`config.mk`:
```
export PLATFORM = sky130hd
export DESIGN_NAME = darkriscv_bus_arbiter
export DESIGN_NICKNAME = d
export VERILOG_FILES = /design/src/rtl/darkriscv_bus_arbiter.sv
export SDC_FILE = /design/constraint.sdc
export NUM_CORES = 1
export LEC_CHECK = 0
export BUFFER_PORTS_ARGS = -buffer_cell sky130_fd_sc_hd__buf_2
export CORE_MARGIN = 2
export CORE_UTILIZATION = 40
export CTS_BUF_LIST = sky130_fd_sc_hd__clkbuf_16
export DETAILED_ROUTE_END_ITERATION = 12
export PLACE_DENSITY_LB_ADDON = 0.25
export SLEW_MARGIN = 20
export SYNTH_ARGS = -nofsm -noshare
export SYNTH_HDL_FRONTEND = slang
export SYNTH_SLANG_ARGS = --single-unit
```
`constraint.sdc`:
```
create_clock -name CLK -period 12.1 [get_ports CLK]
set_clock_uncertainty 0.1 [all_clocks]
set_input_delay 1.21 -clock CLK [delete_from_list [all_inputs] [get_ports CLK]]
set_output_delay 1.21 -clock CLK [all_outputs]
set_load 0.05 [all_outputs]
```
`src/rtl/darkriscv_bus_arbiter.sv`:
```
// ============================================================================
// darkriscv_bus_arbiter
// Shares one single-ported memory between the core fetch and data ports,
// with a one-entry fetch buffer and data-first arbitration.
// Rev 1.0
// ============================================================================
`default_nettype none

module darkriscv_bus_arbiter #(
  parameter int WAITMAX = 15
) (
  input  logic        CLK,
  input  logic        RES,
  input  logic [31:0] IADDR,
  output logic [31:0] IDATA,
  input  logic [31:0] DADDR,
  input  logic [31:0] DATAO,
  input  logic [3:0]  BE,
  input  logic        WR,
  input  logic        RD,
  output logic [31:0] DATAI,
  output logic        HLT,
  output logic        MREQ,
  output logic        MWR,
  output logic [31:0] MADDR,
  output logic [31:0] MDATAO,
  output logic [3:0]  MBE,
  input  logic [31:0] MDATAI,
  input  logic        MACK,
  output logic        BUSERR
);

  localparam logic [1:0] S_IDLE  = 2'd0;
  localparam logic [1:0] S_DATA  = 2'd1;
  localparam logic [1:0] S_FETCH = 2'd2;
  localparam logic [7:0] C_WAITLAST = 8'(WAITMAX - 1);

  logic [1:0]  r_state;
  logic [1:0]  w_next;
  logic [31:0] r_itag;
  logic        r_ival;
  logic        r_dserved;
  logic [7:0]  r_cnt;
  logic [31:0] r_idata;
  logic [31:0] r_datai;
  logic        r_mwr;
  logic [31:0] r_maddr;
  logic [31:0] r_mdatao;
  logic [3:0]  r_mbe;
  logic        r_buserr;

  logic        w_fetch_ok;
  logic        w_data_ok;
  logic        w_hlt;
  logic        w_mreq;
  logic        w_done;
  logic        w_tmo;
  logic        w_start_data;
  logic        w_start_fetch;
  logic [31:0] w_rdata;

  assign w_fetch_ok = r_ival & (r_itag == IADDR);
  assign w_data_ok  = ~(RD | WR) | r_dserved;
  assign w_hlt      = ~(w_fetch_ok & w_data_ok);

  // State register
  always_ff @(posedge CLK or posedge RES) begin
    if (RES) r_state <= S_IDLE;
    else     r_state <= w_next;
  end

  // Next-state logic: data wins over fetch when both are needed
  always_comb begin
    w_next = r_state;
    case (r_state)
      S_IDLE: begin
        if (w_start_data)       w_next = S_DATA;
        else if (w_start_fetch) w_next = S_FETCH;
      end
      S_DATA, S_FETCH: begin
        if (w_done) w_next = S_IDLE;
      end
      default: w_next = S_IDLE;
    endcase
  end

  // Output / control decode from the registered state
  always_comb begin
    w_mreq        = (r_state != S_IDLE);
    w_start_data  = (r_state == S_IDLE) & (RD | WR) & ~r_dserved;
    w_start_fetch = (r_state == S_IDLE) & ~((RD | WR) & ~r_dserved) & ~w_fetch_ok;
    w_tmo         = w_mreq & ~MACK & (r_cnt == C_WAITLAST);
    w_done        = w_mreq & (MACK | (r_cnt == C_WAITLAST));
    w_rdata       = MACK ? MDATAI : 32'h0;
  end

  always_ff @(posedge CLK or posedge RES) begin
    if (RES) begin
      r_itag    <= 32'h0;
      r_ival    <= 1'b0;
      r_dserved <= 1'b0;
      r_cnt     <= 8'h0;
      r_idata   <= 32'h0;
      r_datai   <= 32'h0;
      r_mwr     <= 1'b0;
      r_maddr   <= 32'h0;
      r_mdatao  <= 32'h0;
      r_mbe     <= 4'h0;
      r_buserr  <= 1'b0;
    end else begin
      if (r_state == S_IDLE) begin
        r_cnt <= 8'h0;
        if (w_start_data) begin
          r_maddr  <= DADDR;
          r_mwr    <= WR;
          r_mdatao <= DATAO;
          r_mbe    <= BE;
        end else if (w_start_fetch) begin
          r_maddr <= IADDR;
          r_mwr   <= 1'b0;
          r_mbe   <= 4'hF;
        end
      end else if (!w_done) begin
        r_cnt <= r_cnt + 8'd1;
      end

      if (w_tmo) r_buserr <= 1'b1;

      // The served flag is consumed by the first cycle the core advances
      if ((r_state == S_DATA) && w_done) begin
        if (!r_mwr) r_datai <= w_rdata;
        r_dserved <= 1'b1;
      end else if (!w_hlt) begin
        r_dserved <= 1'b0;
      end

      if ((r_state == S_FETCH) && w_done) begin
        r_idata <= w_rdata;
        r_itag  <= r_maddr;
        r_ival  <= 1'b1;
      end
    end
  end

  assign HLT    = w_hlt;
  assign MREQ   = w_mreq;
  assign MWR    = r_mwr;
  assign MADDR  = r_maddr;
  assign MDATAO = r_mdatao;
  assign MBE    = r_mbe;
  assign IDATA  = r_idata;
  assign DATAI  = r_datai;
  assign BUSERR = r_buserr;

endmodule

`default_nettype wire

```
==> results of run 1 <==
[final cells by class]
| class | instances | area share |
|---|---|---|
| well taps | 260 | 0.0329 |
| clock inverters | 14 | 0.0228 |
| clock buffers | 17 | 0.0431 |
| diodes | 2 | 0.000507 |
| flip-flops and latches | 178 | 0.451 |
| repair buffers | 279 | 0.143 |
| multi-input cells | 403 | 0.303 |
| inverters | 8 | 0.00355 |
[final timing paths]
path	from	end	depth (start not counted)
setup / recovery	IADDR[28]	HLT	6
hold / removal	DATAI[30]	DATAI[30]	2
setup reg to reg	r_state[1]	r_itag[25]	6
hold reg to reg	DATAI[30]	DATAI[30]	2
max in group asynchronous	RES	MADDR[31]	4
min in group asynchronous	RES	MDATAO[0]	2
[cell usage after synthesis (2+ instances only)]
cell / count / area [sq um]
a32o_1: 2 / 20.0
xnor2_1: 30 / 263
a21oi_1: 5 / 25.0
and3_1: 2 / 12.5
mux2_4: 32 / 480
nor3_1: 2 / 10.0
clkbuf_1: 22 / 82.6
o221a_2: 29 / 327
nand2_1: 103 / 387
o21ai_1: 30 / 150
o21ai_0: 37 / 185
o221a_1: 2 / 22.5
nor2_1: 22 / 82.6
nand3_1: 3 / 15.0
nand2b_1: 2 / 12.5
xor2_1: 9 / 78.8
dfrtp_1: 178 / 4450
buf_6: 5 / 56.3
buf_1: 3 / 11.3
o22a_1: 31 / 272
inv_1: 8 / 30.0
buf_12: 3 / 60.1
buf_2: 6 / 30.0
mux2_2: 32 / 360
nand4_1: 9 / 56.3
ha_1: 5 / 62.6
buf_4: 3 / 22.5
[sequential cells by signal, indices dropped and copies added (netlist names)]
name and flops:
BUSERR 1, DATAI 32, IDATA 32, MADDR 32, MBE 4, MDATAO 32, MWR 1, r_cnt 8
r_dserved 1, r_itag 32, r_ival 1, r_state 2
[cells by family after synthesis]
group,synth area share
compound gates,0.139
xor+xnor,0.0442
fa+ha+maj,0.00810
buf+inv,0.0379
flops,0.577
mux,0.110
simple gates,0.0840
[through the flow]
| step | util | worst slack (ps) |
|---|---|---|
| after floorplan | - | 5960 |
| after global placement | 0.490 | 8100 |
| after detailed placement | 0.490 | 8040 |
| after CTS | 0.524 | 8030 |
| after global routing | 0.524 | 7990 |
| final | 0.525 | 8040 |
[tightest hold or removal path: cells and delay by family (launching register included)]
kind	cells	cell delay, ps
and+or+nand+nor	1	40
DFF	1	340
AOI/OAI and AO/OA	1	60
[power by group through the flow]
stage               Combinational [mW]  Sequential, mW  Clock (mW)
finish                           0.921           0.868       0.613
global route                     0.981           0.887       0.654
CTS                              0.930           0.867       0.628
detailed placement               0.928           0.875           0
global placement                 0.920           0.871           0
floorplan                        0.426            1.17           0
[layer usage]
layer	up-vias	GRT usage	part of all wire
met5	-	0	0.00066
met4	2	0.0474	0.0070
met3	12	0.0647	0.080
met2	205	0.305	0.47
met1	2737	0.257	0.44
li1	2746	-	-
==> flow_metrics.py, run 1 <==
metrics = {
    "finish": {
        "regArea_sq_mm": 0.00445,
        "area_delta_synth_final_pct": 27.9,
        "n_fill_cell": 1704,
        "stdcell_area_sq_mm": 0.00988,
        "finalNonFillerCells": 1161,
        "nets": 1029,
        "multi_input_area_sq_mm": 0.00299,
        "mostFrequentLayoutCells": "buf_2 (272), dfrtp_1 (178), nand2_1 (102)",
        "final_common_cell": "buf_2",
        "drive_gt1_frac": 0.459,
    },
    "drt": {
        "dr.pass1.iters": 4,
        "dr_total_vias": 5702,
        "wl_mm": 19.7,
        "drc": 0,
        "ant_nets": 0,
        "avgRoutedWirePerCell_um": 17.0,
        "vias_per_cell": 4.91,
        "drt_iter0_drc": 262,
    },
    "placed_design": {
        "place.gp.congestion": 0.754,
        "dpl_cell_area_sq_mm": 0.00922,
        "hpwlAfterDp_mm": 13.6,
        "dp.cells": 1128,
        "portBuffers": 272,
    },
    "die": {
        "num_rows": 50,
        "die_w_um": 143,
        "core_area_sq_mm": 0.0188,
        "dieArea_sq_mm": 0.0204,
        "pin_count": 273,
        "start_util": 0.410,
        "die_h_um": 143,
    },
    "sta": {
        "hold_viol": 0,
        "fin_crit_sh": 0.335,
        "fmax_mhz": 246,
        "slew_headroom": 0.379,
        "whs_ps": 376,
        "fin_crit_ps": 4060,
        "setup_violations": 0,
        "drv_slew": 0,
        "tightest_slew_ps": 932,
        "rsz0062_at_grt": "false",
        "setup_tns_ps": 0,
    },
    "global_routing": {
        "grt_usage": 0.193,
        "first_global_vias": 5748,
        "grt_start_max_net_pins": 75,
        "grt_pass1_wl_mm": 30.7,
        "antenna_found_initial": 2,
        "overflow": 0,
    },
    "critical_path": {
        "cpMaxStageDelayCell": "nor3_1",
        "worst-endpoint-arrival_ps": 2750,
        "crit_chain": "buf_2 -> xnor2_1 -> nand4_1 -> nor3_1 -> nand4_1 -> buf_2",
        "cp-start-kind": "input pin",
        "crit_type": "input pin to output port",
        "critical_path_peak_fanout": 4,
        "required_ps": 10790,
        "path_buf_inv": 2,
        "ff2ff_setup_slack_ps": 8920,
        "cp-end-kind": "output port",
        "cp_top_family": "simple AND/OR/NAND/NOR gates",
        "cpPeakStageDelay_ps": 410,
    },
    "run": {
        "max-cap-violations": 0,
    },
    "clocking": {
        "post_cts_buffers": 0,
        "ctsResizeCount": 0,
        "cts_root_buf": "clkbuf_16",
        "h-tree-depth": 4,
        "cts_tree": "yes",
        "cts_buffers": 17,
        "clk_pin_slew_worst_paths_ps": 70,
        "cts_hold_buf": 0,
        "cts.sink_count": 178,
        "clk_path_buf_depth": 2,
        "clk_latency_ps": 420,
    },
    "power_and_ir_drop": {
        "total_power_mw": 2.40,
        "swShare": 0.394,
        "p_int_mw": 1.46,
        "p_leak_nw": 4.97,
        "p_comb_frac": 0.384,
        "peakVddDrop_mv": 0.112,
        "pwr-share-seq": 0.361,
        "p_switching_mw": 0.946,
        "cellPowerDensity_mw_per_mm2": 243,
        "pwr-share-clk": 0.255,
    },
    "synth": {
        "syn_inst": 631,
        "synthArstFlopShare": 1.00,
        "synth_edf_count": 0,
        "synth-seq-cells": 178,
        "yosys.cell_types.count": 43,
        "netlist_area_sq_mm": 0.00773,
        "synth_flop_cell": "dfrtp_1",
        "yosys_warnings": 0,
        "syn_avg_cell_area_sq_um": 12.2,
        "ys_seq_area_frac": 0.577,
        "syn_nets": 773,
    },
    "worst_hold_path": {
        "min_path_type": "register to register",
    },
    "run_status": {
        "outcome": "complete, no violations",
    },
}
Note: power is estimated with default switching activity, not from simulation.
==> run 2: changes to the inputs <==
==> constraint.sdc (replaced) <==
create_clock -name CLK -period 4.1 [get_ports CLK]
set_clock_uncertainty 0.1 [all_clocks]
set_input_delay 0.41 -clock CLK [delete_from_list [all_inputs] [get_ports CLK]]
set_output_delay 0.41 -clock CLK [all_outputs]
set_load 0.05 [all_outputs]
==> flow_metrics.py, run 2 (synthesized netlist as in run 1, its figures left out) <==
metrics = {
    "run_status": {
        "outcome": "complete, no violations",
    },
    "critical_path": {
        "cp-start-kind": "register",
        "r2r_start": "r_cnt[0]",
        "required_ps": 3590,
        "startpoint": "r_itag[17]",
        "cp-end-kind": "output port",
        "worst-endpoint-arrival_ps": 2350,
        "critical_path_peak_fanout": 14,
        "crit_type": "register to output port",
    },
    "die": {
        "core_area_sq_mm": 0.0188,
        "pin_count": 273,
        "die_h_um": 143,
        "dieArea_sq_mm": 0.0204,
        "die_w_um": 143,
        "num_rows": 50,
        "start_util": 0.410,
    },
    "power_and_ir_drop": {
        "cellPowerDensity_mw_per_mm2": 695,
        "p_leak_nw": 4.97,
        "peakVddDrop_mv": 0.358,
    },
    "drt": {
        "drc": 0,
        "dr.pass1.iters": 4,
        "avgRoutedWirePerCell_um": 16.7,
        "ant_nets": 0,
        "dr_total_vias": 5772,
        "drt_iter0_drc": 226,
        "wl_mm": 19.5,
        "vias_per_cell": 4.95,
    },
    "sta": {
        "fmax_mhz": 350,
        "fin_crit_ps": 2860,
        "slew_headroom": 0.472,
        "rsz0062_at_grt": "false",
        "drv_slew": 0,
        "hold_viol": 0,
        "setup_violations": 0,
        "setup_ws_ps": 1240,
        "fin_crit_sh": 0.697,
        "tightest_slew_ps": 790,
        "setup_tns_ps": 0,
    },
    "finish": {
        "nets": 1035,
        "mostFrequentLayoutCells": "buf_2 (272), dfrtp_1 (178), nand2_1 (102)",
        "final_common_cell": "buf_2",
        "n_fill_cell": 1726,
        "drive_gt1_frac": 0.463,
        "area_delta_synth_final_pct": 27.9,
    },
    "placed_design": {
        "hpwlAfterDp_mm": 13.8,
        "dp_slack_ps": 1160,
        "portBuffers": 272,
        "place.gp.congestion": 0.782,
    },
    "run": {
        "max-cap-violations": 0,
    },
    "global_routing": {
        "grt_usage": 0.193,
        "grt_start_max_net_pins": 74,
        "first_global_vias": 5876,
        "antenna_found_initial": 3,
        "grt_pass1_wl_mm": 30.9,
        "overflow": 0,
    },
    "clocking": {
        "clk_path_buf_depth": 2,
        "cts.sink_count": 178,
        "cts_root_buf": "clkbuf_16",
        "cts_buffers": 17,
        "clk_pin_slew_worst_paths_ps": 70,
        "h-tree-depth": 4,
        "ctsResizeCount": 0,
        "clk_latency_ps": 420,
        "cts_tree": "yes",
    },
    "worst_hold_path": {
        "min-delay-start": "DATAO[10]",
        "min_path_type": "input pin to register",
    },
}
-- run 2: cell count changes in the layout (fill, tap and decap cells not counted), moves of 2 or more --
cell	previous run	this run
buf_12	0	4
bufinv_16	5	1
clkinv_2	0	4
clkinvlp_4	1	3
inv_6	5	3
-- run 2: power breakdown --
part           internal (mW)  switching (mW)  total, mW
Clock                  0.845           0.711       1.56
Sequential              2.20           0.365       2.57
Combinational           1.02            1.72       2.74
Total                   4.07            2.79       6.86
-- run 2: path summary, 6_finish.rpt --
kind | cells after the start | slack (ps) | to
worst min-delay path | 2 | 120 | MDATAO[10]
min in group asynchronous | 3 | 430 | DATAI[24]
max in group asynchronous | 4 | 2780 | MADDR[3]
worst min register to register | 2 | 380 | DATAI[0]
worst max register to register | 9 | 1400 | IDATA[28]
worst max-delay path | 6 | 1240 | HLT
-- run 2: final cells by class --
class                           instances  area, sq um  area share
Timing Repair Buffer                  285         1510       0.153
Multi-Input combinational cell        403         2990       0.303
Sequential cell                       178         4450       0.451
Clock buffer                           17          425      0.0431
Clock inverter                         14          131      0.0133
Tap cell                              260          325      0.0329
Antenna cell                            2         5.00    0.000507
Inverter                                8         33.8     0.00342
-- run 2: repair_timing --
action	in CTS	in global routing
hold endpoints to repair	0	8
setup buffers	0	0
hold buffers	0	1
-- run 2: layer usage --
layer  wire length, um  global-route usage  vias to the layer above
li1                  -                   -                     2769
met1              8750               0.255                     2820
met2              9370               0.309                      169
met3              1280              0.0634                       10
met4               114              0.0448                        4
met5                25                   0                        -
-- run 2: critical path: stages (launching register included) --
cell	delay, ps
dfrtp_1	400
xnor2_1	260
nand4_1	220
nor4_2	410
nand4_1	160
buf_4	250
buf_2	230
-- run 2: metrics by stage --
step,util,instances,hold WS (ps),power (mW),cell area (sq um)
5_1_grt,0.525,1166,93.7,7.21,9880
2_1_floorplan,-,631,325,4.70,7730
3_5_place_dp,0.492,1131,361,5.34,9260
3_3_place_gp,0.492,1131,348,5.30,9260
6_report,0.525,1167,119,6.86,9880
4_1_cts,0.522,1162,100,6.92,9820
==> run 3: changes to the inputs <==
==> constraint.sdc (replaced) <==
create_clock -name CLK -period 2.5 [get_ports CLK]
set_clock_uncertainty 0.1 [all_clocks]
set_input_delay 0.25 -clock CLK [delete_from_list [all_inputs] [get_ports CLK]]
set_output_delay 0.25 -clock CLK [all_outputs]
set_load 0.05 [all_outputs]
==> flow_metrics.py, run 3 (synthesized netlist as in run 1, its figures left out) <==
metrics = {
    "clocking": {
        "clk_latency_ps": 420,
        "clk_pin_slew_worst_paths_ps": 70,
        "cts_buffers": 17,
        "cts_root_buf": "clkbuf_16",
        "cts_tree": "yes",
        "clk_path_buf_depth": 2,
        "h-tree-depth": 4,
        "cts.sink_count": 178,
    },
    "global_routing": {
        "grt_start_max_net_pins": 68,
        "grt_usage": 0.206,
        "grt_pass1_wl_mm": 32.4,
        "overflow": 0,
        "first_global_vias": 6190,
        "antenna_found_initial": 1,
    },
    "critical_path": {
        "cp-start-kind": "input pin",
        "critical_path_peak_fanout": 8,
        "r2r_start": "r_cnt[0]",
        "worst-endpoint-arrival_ps": 2030,
        "required_ps": 2150,
        "cpPeakStageDelay_ps": 520,
        "crit_type": "input pin to output port",
        "ff2ff_setup_slack_ps": 290,
        "cpMaxStageDelayCell": "dlygate4sd3_1",
        "reg2reg_to": "DATAI[28]",
        "worstRegToRegCells": 9,
        "cp-end-kind": "output port",
        "crit_chain": "dlygate4sd3_1 -> buf_2 -> xor2_1 -> nor4_1 -> and3_2 -> nand4_1 -> buf_6 -> buf_4",
    },
    "power_and_ir_drop": {
        "p_int_mw": 6.93,
        "swShare": 0.403,
        "p_leak_nw": 5.36,
        "peakVddDrop_mv": 0.492,
        "total_power_mw": 11.6,
        "cellPowerDensity_mw_per_mm2": 1080,
        "p_switching_mw": 4.68,
        "pwr-share-clk": 0.235,
        "p_comb_frac": 0.402,
        "pwr-share-seq": 0.363,
    },
    "placed_design": {
        "dp_slack_ps": 298,
        "hpwlAfterDp_mm": 13.7,
        "dpl_cell_area_sq_mm": 0.00937,
        "place.gp.congestion": 0.774,
        "portBuffers": 272,
    },
    "worst_hold_path": {
        "worstHoldEndpoint": "IDATA[11]",
        "min_path_type": "input pin to register",
        "hold_depth": 3,
        "min-delay-start": "MDATAI[11]",
    },
    "sta": {
        "fin_crit_ps": 2380,
        "drv_slew": 0,
        "slew_headroom": 0.609,
        "fmax_mhz": 421,
        "setup_violations": 0,
        "hold_viol": 0,
        "fin_crit_sh": 0.950,
        "setup_ws_ps": 125,
        "rsz0062_at_grt": "false",
        "tightest_slew_ps": 585,
    },
    "die": {
        "dieArea_sq_mm": 0.0204,
        "die_w_um": 143,
        "die_h_um": 143,
        "start_util": 0.410,
        "core_area_sq_mm": 0.0188,
        "num_rows": 50,
        "pin_count": 273,
    },
    "run_status": {
        "outcome": "complete, no violations",
    },
    "drt": {
        "ant_nets": 0,
        "dr_total_vias": 6086,
        "vias_per_cell": 4.88,
        "drc": 0,
        "dr.pass1.iters": 5,
        "drt_iter0_drc": 281,
        "wl_mm": 20.6,
        "avgRoutedWirePerCell_um": 16.5,
    },
    "finish": {
        "antenna_cells": 0,
        "drive_gt1_frac": 0.442,
        "stdcell_area_sq_mm": 0.0108,
        "area_delta_synth_final_pct": 39.2,
        "final_common_cell": "buf_2",
        "mostFrequentLayoutCells": "buf_2 (271), dfrtp_1 (178), nand2_1 (102)",
        "nets": 1116,
    },
    "run": {
        "max-cap-violations": 0,
    },
}
[run 3: cell count changes in the layout (fill, tap and decap cells not counted), sizes merged]
cell         change
diode            -2
dlygate4sd3     +70
clkinv           -3
buf             +11
bufinv           +1
inv              +3
[run 3: power by group through the flow]
| stage | clock network [mW] | logic, mW | registers (mW) |
|---|---|---|---|
| 5_1_grt | 2.93 | 4.96 | 4.32 |
| 2_1_floorplan | 0 | 2.06 | 5.65 |
| 3_3_place_gp | 0 | 4.52 | 4.23 |
| 4_1_cts | 2.81 | 4.68 | 4.20 |
| 6_report | 2.73 | 4.66 | 4.21 |
| 3_5_place_dp | 0 | 4.58 | 4.23 |
[run 3: critical path: cells and delay by family]
family	cells	cell delay [ps]
buffers and inverters	4	1010
and+or+nand+nor	3	600
xor gates and xnor gates	1	150
[run 3: stage by stage]
stage          std cells  setup TNS, ps   util  hold slack, ps
6_report            1247              0  0.571            19.3
5_1_grt             1247              0  0.571            6.76
4_1_cts             1243              0  0.569         0.00894
3_5_place_dp        1139              0  0.498             252
3_3_place_gp        1139              0  0.498             247
2_1_floorplan        631         -23250      -             294
[run 3: worst max path at each step]
stage / slack (ps) / to / from / depth (start not counted)
2_1_floorplan: -130 / BUSERR / RES / 1
3_3_place_gp: 350 / r_itag[7] / r_cnt[0] / 7
5_1_grt: 5 / HLT / IADDR[21] / 8
4_1_cts: 10 / HLT / IADDR[21] / 8
6_report: 120 / HLT / IADDR[21] / 8
3_5_place_dp: 300 / DATAI[23] / r_cnt[0] / 9
[run 3: timing repair]
action / CTS / global route
setup endpoints to repair: 1 / 1
gates resized for setup: 4 / 3
pin swaps: 1 / 1
hold endpoints to repair: 117 / 0
hold buffers: 71 / 0
setup buffers: 1 / 4
[run 3: per-layer routing]
metal | vias to the layer above | share of wire | track usage | routed length [um]
met1 | 2929 | 0.44 | 0.271 | 9080
met4 | 2 | 0.017 | 0.0662 | 359
met3 | 25 | 0.066 | 0.0584 | 1350
li1 | 2933 | - | - | -
met5 | - | 0.00063 | 0 | 13
met2 | 197 | 0.48 | 0.328 | 9810
[run 3: area by class of cell]
class                           instances  area, sq um
Timing Repair Buffer                  366         2330
Sequential cell                       178         4450
Inverter                                8         33.8
Tap cell                              260          325
Fill cell                            1589         8080
Clock inverter                         15          171
Clock buffer                           17          425
Multi-Input combinational cell        403         3020
